$ cat src/rtl/uart_frame_parser_if.sv
// Byte-stream, host-handshake and payload-read signals shared between the
// UART frame parser and the logic that feeds and drains it.
interface uart_frame_parser_if #(
    parameter int ADDR_W = 4
) ();
    logic [7:0]        byte_in;
    logic              byte_valid;
    logic              frame_ack;
    logic [ADDR_W-1:0] rd_addr;
    logic [7:0]        rd_data;
    logic              frame_ready;
    logic [7:0]        frame_cmd;
    logic [7:0]        frame_len;
    logic              busy;
    logic              err_chk;
    logic              err_len;
    logic              err_timeout;
    logic              err_ovr;

    modport master (
        output byte_in, byte_valid, frame_ack, rd_addr,
        input  rd_data, frame_ready, frame_cmd, frame_len, busy,
               err_chk, err_len, err_timeout, err_ovr
    );

    modport slave (
        input  byte_in, byte_valid, frame_ack, rd_addr,
        output rd_data, frame_ready, frame_cmd, frame_len, busy,
               err_chk, err_len, err_timeout, err_ovr
    );
endinterface

$ cat src/rtl/uart_frame_parser.sv
// Assembles SYNC/CMD/LEN/payload/CHK frames from a UART byte stream, holds
// good frames for the host until acknowledged and pulses an error on bad ones.
module uart_frame_parser #(
    parameter logic [7:0]  SYNC_BYTE      = 8'hA5,
    parameter int          MAX_LEN        = 16,
    parameter int          ADDR_W         = 4,
    parameter logic [31:0] TIMEOUT_CYCLES = 32'd500000
) (
    input  logic            clk,
    input  logic            rst,
    uart_frame_parser_if.slave bus
);
    typedef enum logic [2:0] {
        S_IDLE, S_CMD, S_LEN, S_PAYLOAD, S_CHK, S_HOLD
    } state_t;

    localparam logic [8:0]      MAX_LEN_W = 9'(MAX_LEN);
    localparam logic [ADDR_W:0] IDX_ONE   = (ADDR_W+1)'(1);

    state_t          state_reg, state_next;
    logic [31:0]     cnt_reg, cnt_next;
    logic [7:0]      chk_reg, chk_next;
    logic [ADDR_W:0] idx_reg, idx_next;
    logic [7:0]      cmd_reg, cmd_next;
    logic [7:0]      len_reg, len_next;
    logic            frame_ready_reg, frame_ready_next;
    logic [7:0]      frame_cmd_reg, frame_cmd_next;
    logic [7:0]      frame_len_reg, frame_len_next;
    logic            busy_reg, busy_next;
    logic            err_chk_reg, err_chk_next;
    logic            err_len_reg, err_len_next;
    logic            err_timeout_reg, err_timeout_next;
    logic            err_ovr_reg, err_ovr_next;
    logic [7:0]      rd_data_reg;
    logic            wr_en;
    logic            timeout_hit;
    logic [ADDR_W:0] idx_inc;

    logic [7:0] mem [0:(2**ADDR_W)-1];

    assign timeout_hit = !bus.byte_valid && (cnt_reg == TIMEOUT_CYCLES - 32'd1);
    assign idx_inc     = idx_reg + IDX_ONE;

    always_comb begin
        state_next       = state_reg;
        cnt_next         = 32'd0;
        chk_next         = chk_reg;
        idx_next         = idx_reg;
        cmd_next         = cmd_reg;
        len_next         = len_reg;
        frame_ready_next = frame_ready_reg;
        frame_cmd_next   = frame_cmd_reg;
        frame_len_next   = frame_len_reg;
        err_chk_next     = 1'b0;
        err_len_next     = 1'b0;
        err_timeout_next = 1'b0;
        err_ovr_next     = 1'b0;
        wr_en            = 1'b0;

        case (state_reg)
            S_IDLE: begin
                if (bus.byte_valid && bus.byte_in == SYNC_BYTE)
                    state_next = S_CMD;
            end
            S_HOLD: begin
                // Bytes arriving while a frame is held are lost, even when
                // the host acknowledges in the same cycle.
                if (bus.byte_valid)
                    err_ovr_next = 1'b1;
                if (bus.frame_ack) begin
                    state_next       = S_IDLE;
                    frame_ready_next = 1'b0;
                end
            end
            S_CMD, S_LEN, S_PAYLOAD, S_CHK: begin
                cnt_next = bus.byte_valid ? 32'd0 : cnt_reg + 32'd1;
                if (timeout_hit) begin
                    err_timeout_next = 1'b1;
                    state_next       = S_IDLE;
                    cnt_next         = 32'd0;
                end else if (bus.byte_valid) begin
                    case (state_reg)
                        S_CMD: begin
                            cmd_next   = bus.byte_in;
                            chk_next   = bus.byte_in;
                            state_next = S_LEN;
                        end
                        S_LEN: begin
                            chk_next = chk_reg ^ bus.byte_in;
                            len_next = bus.byte_in;
                            idx_next = '0;
                            if (bus.byte_in == 8'h00) begin
                                state_next = S_CHK;
                            end else if ({1'b0, bus.byte_in} > MAX_LEN_W) begin
                                err_len_next = 1'b1;
                                state_next   = S_IDLE;
                            end else begin
                                state_next = S_PAYLOAD;
                            end
                        end
                        S_PAYLOAD: begin
                            wr_en    = 1'b1;
                            chk_next = chk_reg ^ bus.byte_in;
                            idx_next = idx_inc;
                            if (8'(idx_inc) == len_reg)
                                state_next = S_CHK;
                        end
                        default: begin
                            if (bus.byte_in == chk_reg) begin
                                state_next       = S_HOLD;
                                frame_ready_next = 1'b1;
                                frame_cmd_next   = cmd_reg;
                                frame_len_next   = len_reg;
                            end else begin
                                err_chk_next = 1'b1;
                                state_next   = S_IDLE;
                            end
                        end
                    endcase
                end
            end
            default: state_next = S_IDLE;
        endcase

        busy_next = (state_next == S_CMD) || (state_next == S_LEN) ||
                    (state_next == S_PAYLOAD) || (state_next == S_CHK);
    end

    always_ff @(posedge clk) begin
        if (rst) begin
            state_reg       <= S_IDLE;
            cnt_reg         <= 32'd0;
            chk_reg         <= 8'h00;
            idx_reg         <= '0;
            cmd_reg         <= 8'h00;
            len_reg         <= 8'h00;
            frame_ready_reg <= 1'b0;
            frame_cmd_reg   <= 8'h00;
            frame_len_reg   <= 8'h00;
            busy_reg        <= 1'b0;
            err_chk_reg     <= 1'b0;
            err_len_reg     <= 1'b0;
            err_timeout_reg <= 1'b0;
            err_ovr_reg     <= 1'b0;
        end else begin
            state_reg       <= state_next;
            cnt_reg         <= cnt_next;
            chk_reg         <= chk_next;
            idx_reg         <= idx_next;
            cmd_reg         <= cmd_next;
            len_reg         <= len_next;
            frame_ready_reg <= frame_ready_next;
            frame_cmd_reg   <= frame_cmd_next;
            frame_len_reg   <= frame_len_next;
            busy_reg        <= busy_next;
            err_chk_reg     <= err_chk_next;
            err_len_reg     <= err_len_next;
            err_timeout_reg <= err_timeout_next;
            err_ovr_reg     <= err_ovr_next;
        end
    end

    // Payload buffer survives reset; only the frame bookkeeping is cleared.
    always_ff @(posedge clk) begin
        if (wr_en && !rst)
            mem[idx_reg[ADDR_W-1:0]] <= bus.byte_in;
    end

    always_ff @(posedge clk) begin
        if (rst)
            rd_data_reg <= 8'h00;
        else if (32'(bus.rd_addr) >= 32'(frame_len_reg))
            rd_data_reg <= 8'h00;
        else
            rd_data_reg <= mem[bus.rd_addr];
    end

    assign bus.rd_data     = rd_data_reg;
    assign bus.frame_ready = frame_ready_reg;
    assign bus.frame_cmd   = frame_cmd_reg;
    assign bus.frame_len   = frame_len_reg;
    assign bus.busy        = busy_reg;
    assign bus.err_chk     = err_chk_reg;
    assign bus.err_len     = err_len_reg;
    assign bus.err_timeout = err_timeout_reg;
    assign bus.err_ovr     = err_ovr_reg;
endmodule

$ cat src/flat_wrapper.sv
// flat-port wrapper written by rule: the top's interface ports become plain ports
module uart_frame_parser_flat 
#(
    parameter logic [7:0]  SYNC_BYTE      = 8'hA5,
    parameter int          MAX_LEN        = 16,
    parameter int          ADDR_W         = 4,
    parameter logic [31:0] TIMEOUT_CYCLES = 32'd500000
)
  (clk, rst, bus_byte_in, bus_byte_valid, bus_frame_ack, bus_rd_addr, bus_rd_data, bus_frame_ready, bus_frame_cmd, bus_frame_len, bus_busy, bus_err_chk, bus_err_len, bus_err_timeout, bus_err_ovr);
  uart_frame_parser_if #(.ADDR_W(ADDR_W)) bus_i ();
  input  logic clk;
  input  logic rst;
  input wire logic [$bits(bus_i.byte_in)-1:0] bus_byte_in;
  input wire logic [$bits(bus_i.byte_valid)-1:0] bus_byte_valid;
  input wire logic [$bits(bus_i.frame_ack)-1:0] bus_frame_ack;
  input wire logic [$bits(bus_i.rd_addr)-1:0] bus_rd_addr;
  output wire logic [$bits(bus_i.rd_data)-1:0] bus_rd_data;
  output wire logic [$bits(bus_i.frame_ready)-1:0] bus_frame_ready;
  output wire logic [$bits(bus_i.frame_cmd)-1:0] bus_frame_cmd;
  output wire logic [$bits(bus_i.frame_len)-1:0] bus_frame_len;
  output wire logic [$bits(bus_i.busy)-1:0] bus_busy;
  output wire logic [$bits(bus_i.err_chk)-1:0] bus_err_chk;
  output wire logic [$bits(bus_i.err_len)-1:0] bus_err_len;
  output wire logic [$bits(bus_i.err_timeout)-1:0] bus_err_timeout;
  output wire logic [$bits(bus_i.err_ovr)-1:0] bus_err_ovr;
  assign bus_i.byte_in = bus_byte_in;
  assign bus_i.byte_valid = bus_byte_valid;
  assign bus_i.frame_ack = bus_frame_ack;
  assign bus_i.rd_addr = bus_rd_addr;
  assign bus_rd_data = bus_i.rd_data;
  assign bus_frame_ready = bus_i.frame_ready;
  assign bus_frame_cmd = bus_i.frame_cmd;
  assign bus_frame_len = bus_i.frame_len;
  assign bus_busy = bus_i.busy;
  assign bus_err_chk = bus_i.err_chk;
  assign bus_err_len = bus_i.err_len;
  assign bus_err_timeout = bus_i.err_timeout;
  assign bus_err_ovr = bus_i.err_ovr;
  uart_frame_parser #(.SYNC_BYTE(SYNC_BYTE), .MAX_LEN(MAX_LEN), .ADDR_W(ADDR_W), .TIMEOUT_CYCLES(TIMEOUT_CYCLES)) u_core (.clk(clk), .rst(rst), .bus(bus_i));
endmodule
$ cat config.mk
export PLATFORM = sky130hd
export DESIGN_NAME = uart_frame_parser_flat
export DESIGN_NICKNAME = d
export VERILOG_FILES = /design/src/rtl/uart_frame_parser_if.sv /design/src/rtl/uart_frame_parser.sv /design/src/flat_wrapper.sv
export SDC_FILE = /design/constraint.sdc
export NUM_CORES = 1
export LEC_CHECK = 0
export CAP_MARGIN = 20
export CORE_MARGIN = 1
export CORE_UTILIZATION = 55
export CTS_BUF_LIST = sky130_fd_sc_hd__clkbuf_8
export CTS_CLUSTER_DIAMETER = 50
export DETAILED_ROUTE_END_ITERATION = 12
export PLACE_DENSITY = 0.86
export SETUP_SLACK_MARGIN = 0.1
export SLEW_MARGIN = 30
export SYNTH_ARGS = -nofsm -noshare
export SYNTH_HDL_FRONTEND = slang
export SYNTH_SLANG_ARGS = --single-unit
$ cat constraint.sdc
create_clock -name clk -period 3.2 [get_ports clk]
set_input_delay 0.32 -clock clk [delete_from_list [all_inputs] [get_ports clk]]
set_output_delay 0.32 -clock clk [all_outputs]
set_load 0.02 [all_outputs]
======== After elaboration in Yosys (flattened, before gate mapping) ========
Memory sizes are Yosys's and may differ from the RTL's. A register that Yosys moved wholly into a read port is not among the register bits.
Index checks and enable logic that the tools add are counted.
word-level totals
  register bits ........................... 86
  bits in latches ......................... 0
  bits in writable memories ............... 128
  bits in read-only memories .............. 0
  output and inout port bits .............. 30
  memories ................................ 1
memories
  name        depth  bits a word  read ports  clocked after memory_dff  write ports  RTL line                 text
  u_core.mem  16     8            1           1                         1            uart_frame_parser.sv:39  logic [7:0] mem [0:(2**ADDR_W)-1];
cells by class
  add/subtract/negate cells ............... 2
  multiply operators ...................... 0
  divide/modulo/power cells ............... 0
  $lt $le $gt $ge ......................... 2
  equality and inequality tests ........... 18
  shift-type cells ........................ 0
  muxes and demuxes ....................... 28
  bitwise logic cells ..................... 7
  reductions and logical operators ........ 28
operators with widths
  kind                   number
  $add 32x1->32 const B  1
  $eq 32x19->1 const B   1
  $mux 3                 7
  $pmux 3 s3             2
  $pmux 8 s2             1
  $reduce_and 4->1       4
  $mux 1                 15
  $eq 3x2->1 const B     4
  $pmux 5 s2             1
  $eq 3x3->1 const B     3
  $eq 5x8->1             1
  $eq 8x8->1             1
  $eq 8x8->1 const B     1
  $ge 4x8->1             1
  $gt 8x5->1 const B     1
  $logic_not 8->1        1
  $ne 2x2->1 const B     4
  $reduce_or 2->1        4
  $reduce_or 4->1        2
  $xor 8x8->8            1
  $reduce_or 7->1        1
  $eq 3x1->1 const B     2
  $not 1->1              6
  $reduce_and 6->1       1
  other kinds (12)       19

======== Logic depth before layout (Yosys ltp) ========
  depth after elaboration ................. 11
  depth in mapped cells ................... 10
  mapped depth without buffers ............ 8

======== Least setup slack after synthesis ========
Ideal clock, no wire load.
  kind .................................... input port to flip-flop
  start ................................... input port bus_rd_addr[0]
  end ..................................... register u_core.rd_data_reg[0], in the netlist u_core.bus.rd_data[0], read port of u_core.mem
  library setup time ...................... 0.134 ns
  arrival ................................. 2.259 ns
  data required time ...................... 3.066 ns
  slack ................................... 0.808 ns
  stages on the path ...................... 5
  cells stage by stage .................... clkbuf_1 -> buf_1 -> mux4_2 -> mux4_2 -> nor2b_1
on the way
  longest elaborated chain between the ends .. 2
RTL lines
  what                       RTL line                  text
  from (decl)                flat_wrapper.sv:16        input wire logic [$bits(bus_i.rd_addr)-1:0] bus_rd_addr;
  $ge 4x8->1                 uart_frame_parser.sv:172  else if (32'(bus.rd_addr) >= 32'(frame_len_reg))
  $reduce_or 2->1 (no line)  --
  to (decl)                  uart_frame_parser.sv:34   logic [7:0] rd_data_reg;
Parallel ways exist; a longest one is shown, timed or not.
A chain may end at the register's enable or synchronous reset.

======== Worst setup path after layout ========
  start ................................... register u_core.cnt_reg[24]
  end ..................................... register u_core.frame_cmd_reg[1], in the netlist u_core.bus.frame_cmd[1]
on the way
  longest elaborated chain between the ends .. 4
RTL lines
  what                        RTL line                  text
  from (decl)                 uart_frame_parser.sv:21   logic [31:0] cnt_reg, cnt_next;
  from (signal assigned)      uart_frame_parser.sv:147  cnt_reg <= cnt_next;
  $eq 32x19->1                uart_frame_parser.sv:41   assign timeout_hit = !bus.byte_valid && (cnt_reg == TIMEOUT_CYCLES - 32'd1);
  $logic_and 1x1->1           uart_frame_parser.sv:41
  $not 1->1 (no line)         --
  $reduce_and 5->1 (no line)  --
  to (signal assigned)        uart_frame_parser.sv:153  frame_cmd_reg <= frame_cmd_next;
  to (decl)                   uart_frame_parser.sv:27   logic [7:0] frame_cmd_reg, frame_cmd_next;
No other way between the ends.

==> reports/qor.yml <==
run_status:
  run_status: "completed"
placement:
  gpl.final_weighted_congestion: 0.887
  detail_placement_hpwl_mm: 13.8
  port_buffers: 45
  placedInstanceArea_um2: 10100
clock_network:
  postCtsSetupRepairBufs: 0
  holdBufCountCts: 0
  clk_root_buffer_cell: "sky130_fd_sc_hd__clkbuf_8"
  cts-buffers-inserted: 36
  worst_skew_pair.late_latency_ns: 0.53
  path_clk_slew_ns: 0.06
  cts.path.max_buffers: 3
  cts_tree: "done"
  clock_sink_count: 222
  post_cts_resize_count: 0
  htreeDepth: 2
logic_synthesis:
  post_synth_xor_area_fraction_pct: 4.27
  mux_share_of_post_synthesis_cell_area_pct: 10.7
  synthesis.area_um2: 9240
  synth-compound-area-share_pct: 5.31
  synth-simple-area-share_pct: 14.0
  synth_sequential_area_ratio_pct: 62.0
  main_combinational_cell_family_by_area_after_synthesis: "simple AND/OR/NAND/NOR gates"
  synth.ff_latch_count: 222
  synth_edf_count: 128
  post_synthesis_share_of_cell_area_spent_on_full_adders_half_adders_and_majority_gates_pct: 1.22
  syn-instance-count: 717
  synth.lib_cells_used.distinct: 54
  synth-warning-count: 0
  asyncSetResetFlopFracSynth_pct: 0
  synth_fp_nets: 742
  post_synth.cell_area_avg_um2: 12.9
  yosys_most_used_dff: "sky130_fd_sc_hd__edfxtp_1"
finish:
  multi_input_area_um2: 3280
  largest_register_ff_count: 128
  area_added_between_synthesis_and_finish_pct: 16.8
  final_cell_area_um2: 10800
  seqCellArea_um2: 5730
  fill_cells: 1125
  drive_gt1_share_pct: 19.7
  antenna_cells: 0
  num-nets-final: 826
sta:
  timing_worst_slew_pin_value_ns: 0.940
  unrepaired_setup_endpoints_after_global_routing: "false"
  period_minus_slack_ns: 2.71
  holdWs_ns: 0.231
  final.setup.tns_ns: 0
  final_hold_viol_count: 0
  finalCritPeriodShare_pct: 84.6
  final_max_tran_viols: 0
  setup_viol: 0
  skew_ns: 0.0288
  max_freq_mhz: 369
  slew_headroom_pct: 37.2
grt:
  grt.total_usage_pct: 24.6
  busiest_layer: "met2"
  use_met1_pct: 29.3
  met3_usage_pct: 4.48
  first_global_vias: 6137
  globalRouteMet2Util_pct: 43.1
  grt_overflow_total: 0
  grt_first_pass_wirelength_mm: 32.6
  grt_start_max_net_pins: 53
  grt_antenna_before_repair: 0
critical_path:
  cpPeakStageDelay_ns: 0.56
  critical_path.startpoint: "u_core.cnt_reg[24]"
  r2r-start: "u_core.cnt_reg[24]"
  start_kind: "flop"
  crit_path_end: "u_core.bus.frame_cmd[1]"
  worst_path_max_delay_cell: "sky130_fd_sc_hd__or4_1"
  cp_data_arrival_time_ns: 3.10
  req_time_crit_path_ns: 3.59
  timing.rr.end: "u_core.bus.frame_cmd[1]"
  timing_worst_setup_path_type: "reg -> reg"
  worstPathMaxFanout: 16
  cp_cell_sequence: "or4_1, or4_4, nor3_4, and4b_1, nand2_1, a21oi_1"
  regToRegSetupSlack_ns: 0.49
  worst-r2r-cell-count: 6
  crit_path_end_kind: "flop"
drt:
  detail_route.iter0.violations: 478
  drt_drc_violations_left: 0
  avgRoutedWirePerCell_um: 19.4
  antenna_left: 0
  drt-vias-per-instance: 5.75
  via_count: 6021
  finalWirelength_mm: 20.3
  drt_pre_antenna_iters: 5
pwr:
  worst_ir_drop_vdd_v: 0.000340
  power_density_nw_per_um2: 521
  leakagePower_uw: 0.00357
floorplanning:
  start_util_pct: 56.1
  coreArea_um2: 16500
  floorplan.die_area_um2: 17300
  num_rows: 47
  dieWidth_um: 132
  io_pins: 46
  die_h_um: 132
run:
  maxCapViolCount: 0
worst_hold_path:
  hold_path_class: "in -> reg"
[stage by stage]
stage               power [uW]  utilization [%]  cells  worst slack [ns]
floorplan                 3210                -    717             0.808
global placement          3300             61.2    983             0.454
detailed placement        3300             61.2    983             0.364
CTS                       5660             65.5   1048             0.477
global route              5800             65.5   1048             0.380
finish                    5620             65.5   1048             0.492
[logic make-up after synthesis]
kind of cell	Yosys count
simple gates	262
flops	222
compound gates	79
buf+inv	51
mux	49
xor+xnor	45
fa+ha+maj	9
[critical path: cells and delay by family, from the launching register on]
kind               cells  cell delay [ns]
and+or+nand+nor        5             2.13
AOI/OAI and AO/OA      1             0.09
DFF                    1             0.35
[metal layers]
layer | part of all wire (%) | vias up
li1 | - | 2791
met1 | 39 | 2970
met2 | 52 | 197
met3 | 5.1 | 63
met4 | 4.0 | 0
met5 | 0 | -
[power breakdown]
group | switching [uW] | internal, uW | total, uW
Clock | 1090 | 1290 | 2370
Combinational | 120 | 104 | 223
Sequential | 1.83 | 3020 | 3020
[worst min-delay path by stage]
stage,from,to,slack (ns),cells after the start
after floorplan,bus_byte_in[0],u_core.mem[0][0],0.42,0
after global placement,u_core.cnt_reg[0],u_core.cnt_reg[0],0.44,1
after detailed placement,u_core.bus.frame_cmd[5],u_core.bus.frame_cmd[5],0.45,2
after CTS,rst,u_core.bus.err_chk,0.21,3
after global routing,rst,u_core.bus.err_ovr,0.21,3
final,rst,u_core.bus.err_chk,0.23,3
[synthesized netlist by cell type, drive strengths merged, types with 6 or more instances]
library cell	n	area, um^2
nand2	85	344
edfxtp	128	3840
o21ai	21	105
dfxtp	94	1880
clkbuf	23	86.3
nor4	8	50.1
nand3	19	95.1
nor3	18	106
inv	12	45.0
a21oi	42	248
ha	9	113
nor2	74	278
nor2b	10	62.6
xnor2	26	228
mux4	40	901
nand4	11	68.8
and3	6	37.5
mux2i	8	80.1
buf	16	97.6
xor2	19	166
[cells in the final DEF, fill, tap and decap left out, drive strengths merged, types with 2 or more instances in the layout]
cell type	Yosys	routed
edfxtp	128	128
dfxtp	94	94
nand2	85	85
nor2	74	74
clkdlybuf4s50	0	43
clkbuf	23	42
buf	16	42
a21oi	42	42
mux4	40	40
xnor2	26	26
inv	12	26
o21ai	21	21
nand3	19	19
xor2	19	19
nor3	18	18
nand4	11	11
nor2b	10	10
ha	9	9
nor4	8	8
mux2i	8	8
and3	6	6
clkinv	0	6
nand2b	5	5
nor4b	5	5
a21o	4	4
or4	4	4
or3	4	4
and2	3	3
and4	3	3
nand4b	3	3
o21bai	2	2
clkinvlp	0	2
o41a	2	2
[layout make-up]
| type | instances | area share [%] |
|---|---|---|
| Multi-Input combinational cell | 444 | 30.4 |
| Tap cell | 220 | 2.55 |
| Inverter | 12 | 0.417 |
| Timing Repair Buffer | 85 | 6.98 |
| Sequential cell | 222 | 53.1 |
| Clock buffer | 42 | 5.36 |
| Clock inverter | 23 | 1.23 |
(Power assumes the default switching activity.)
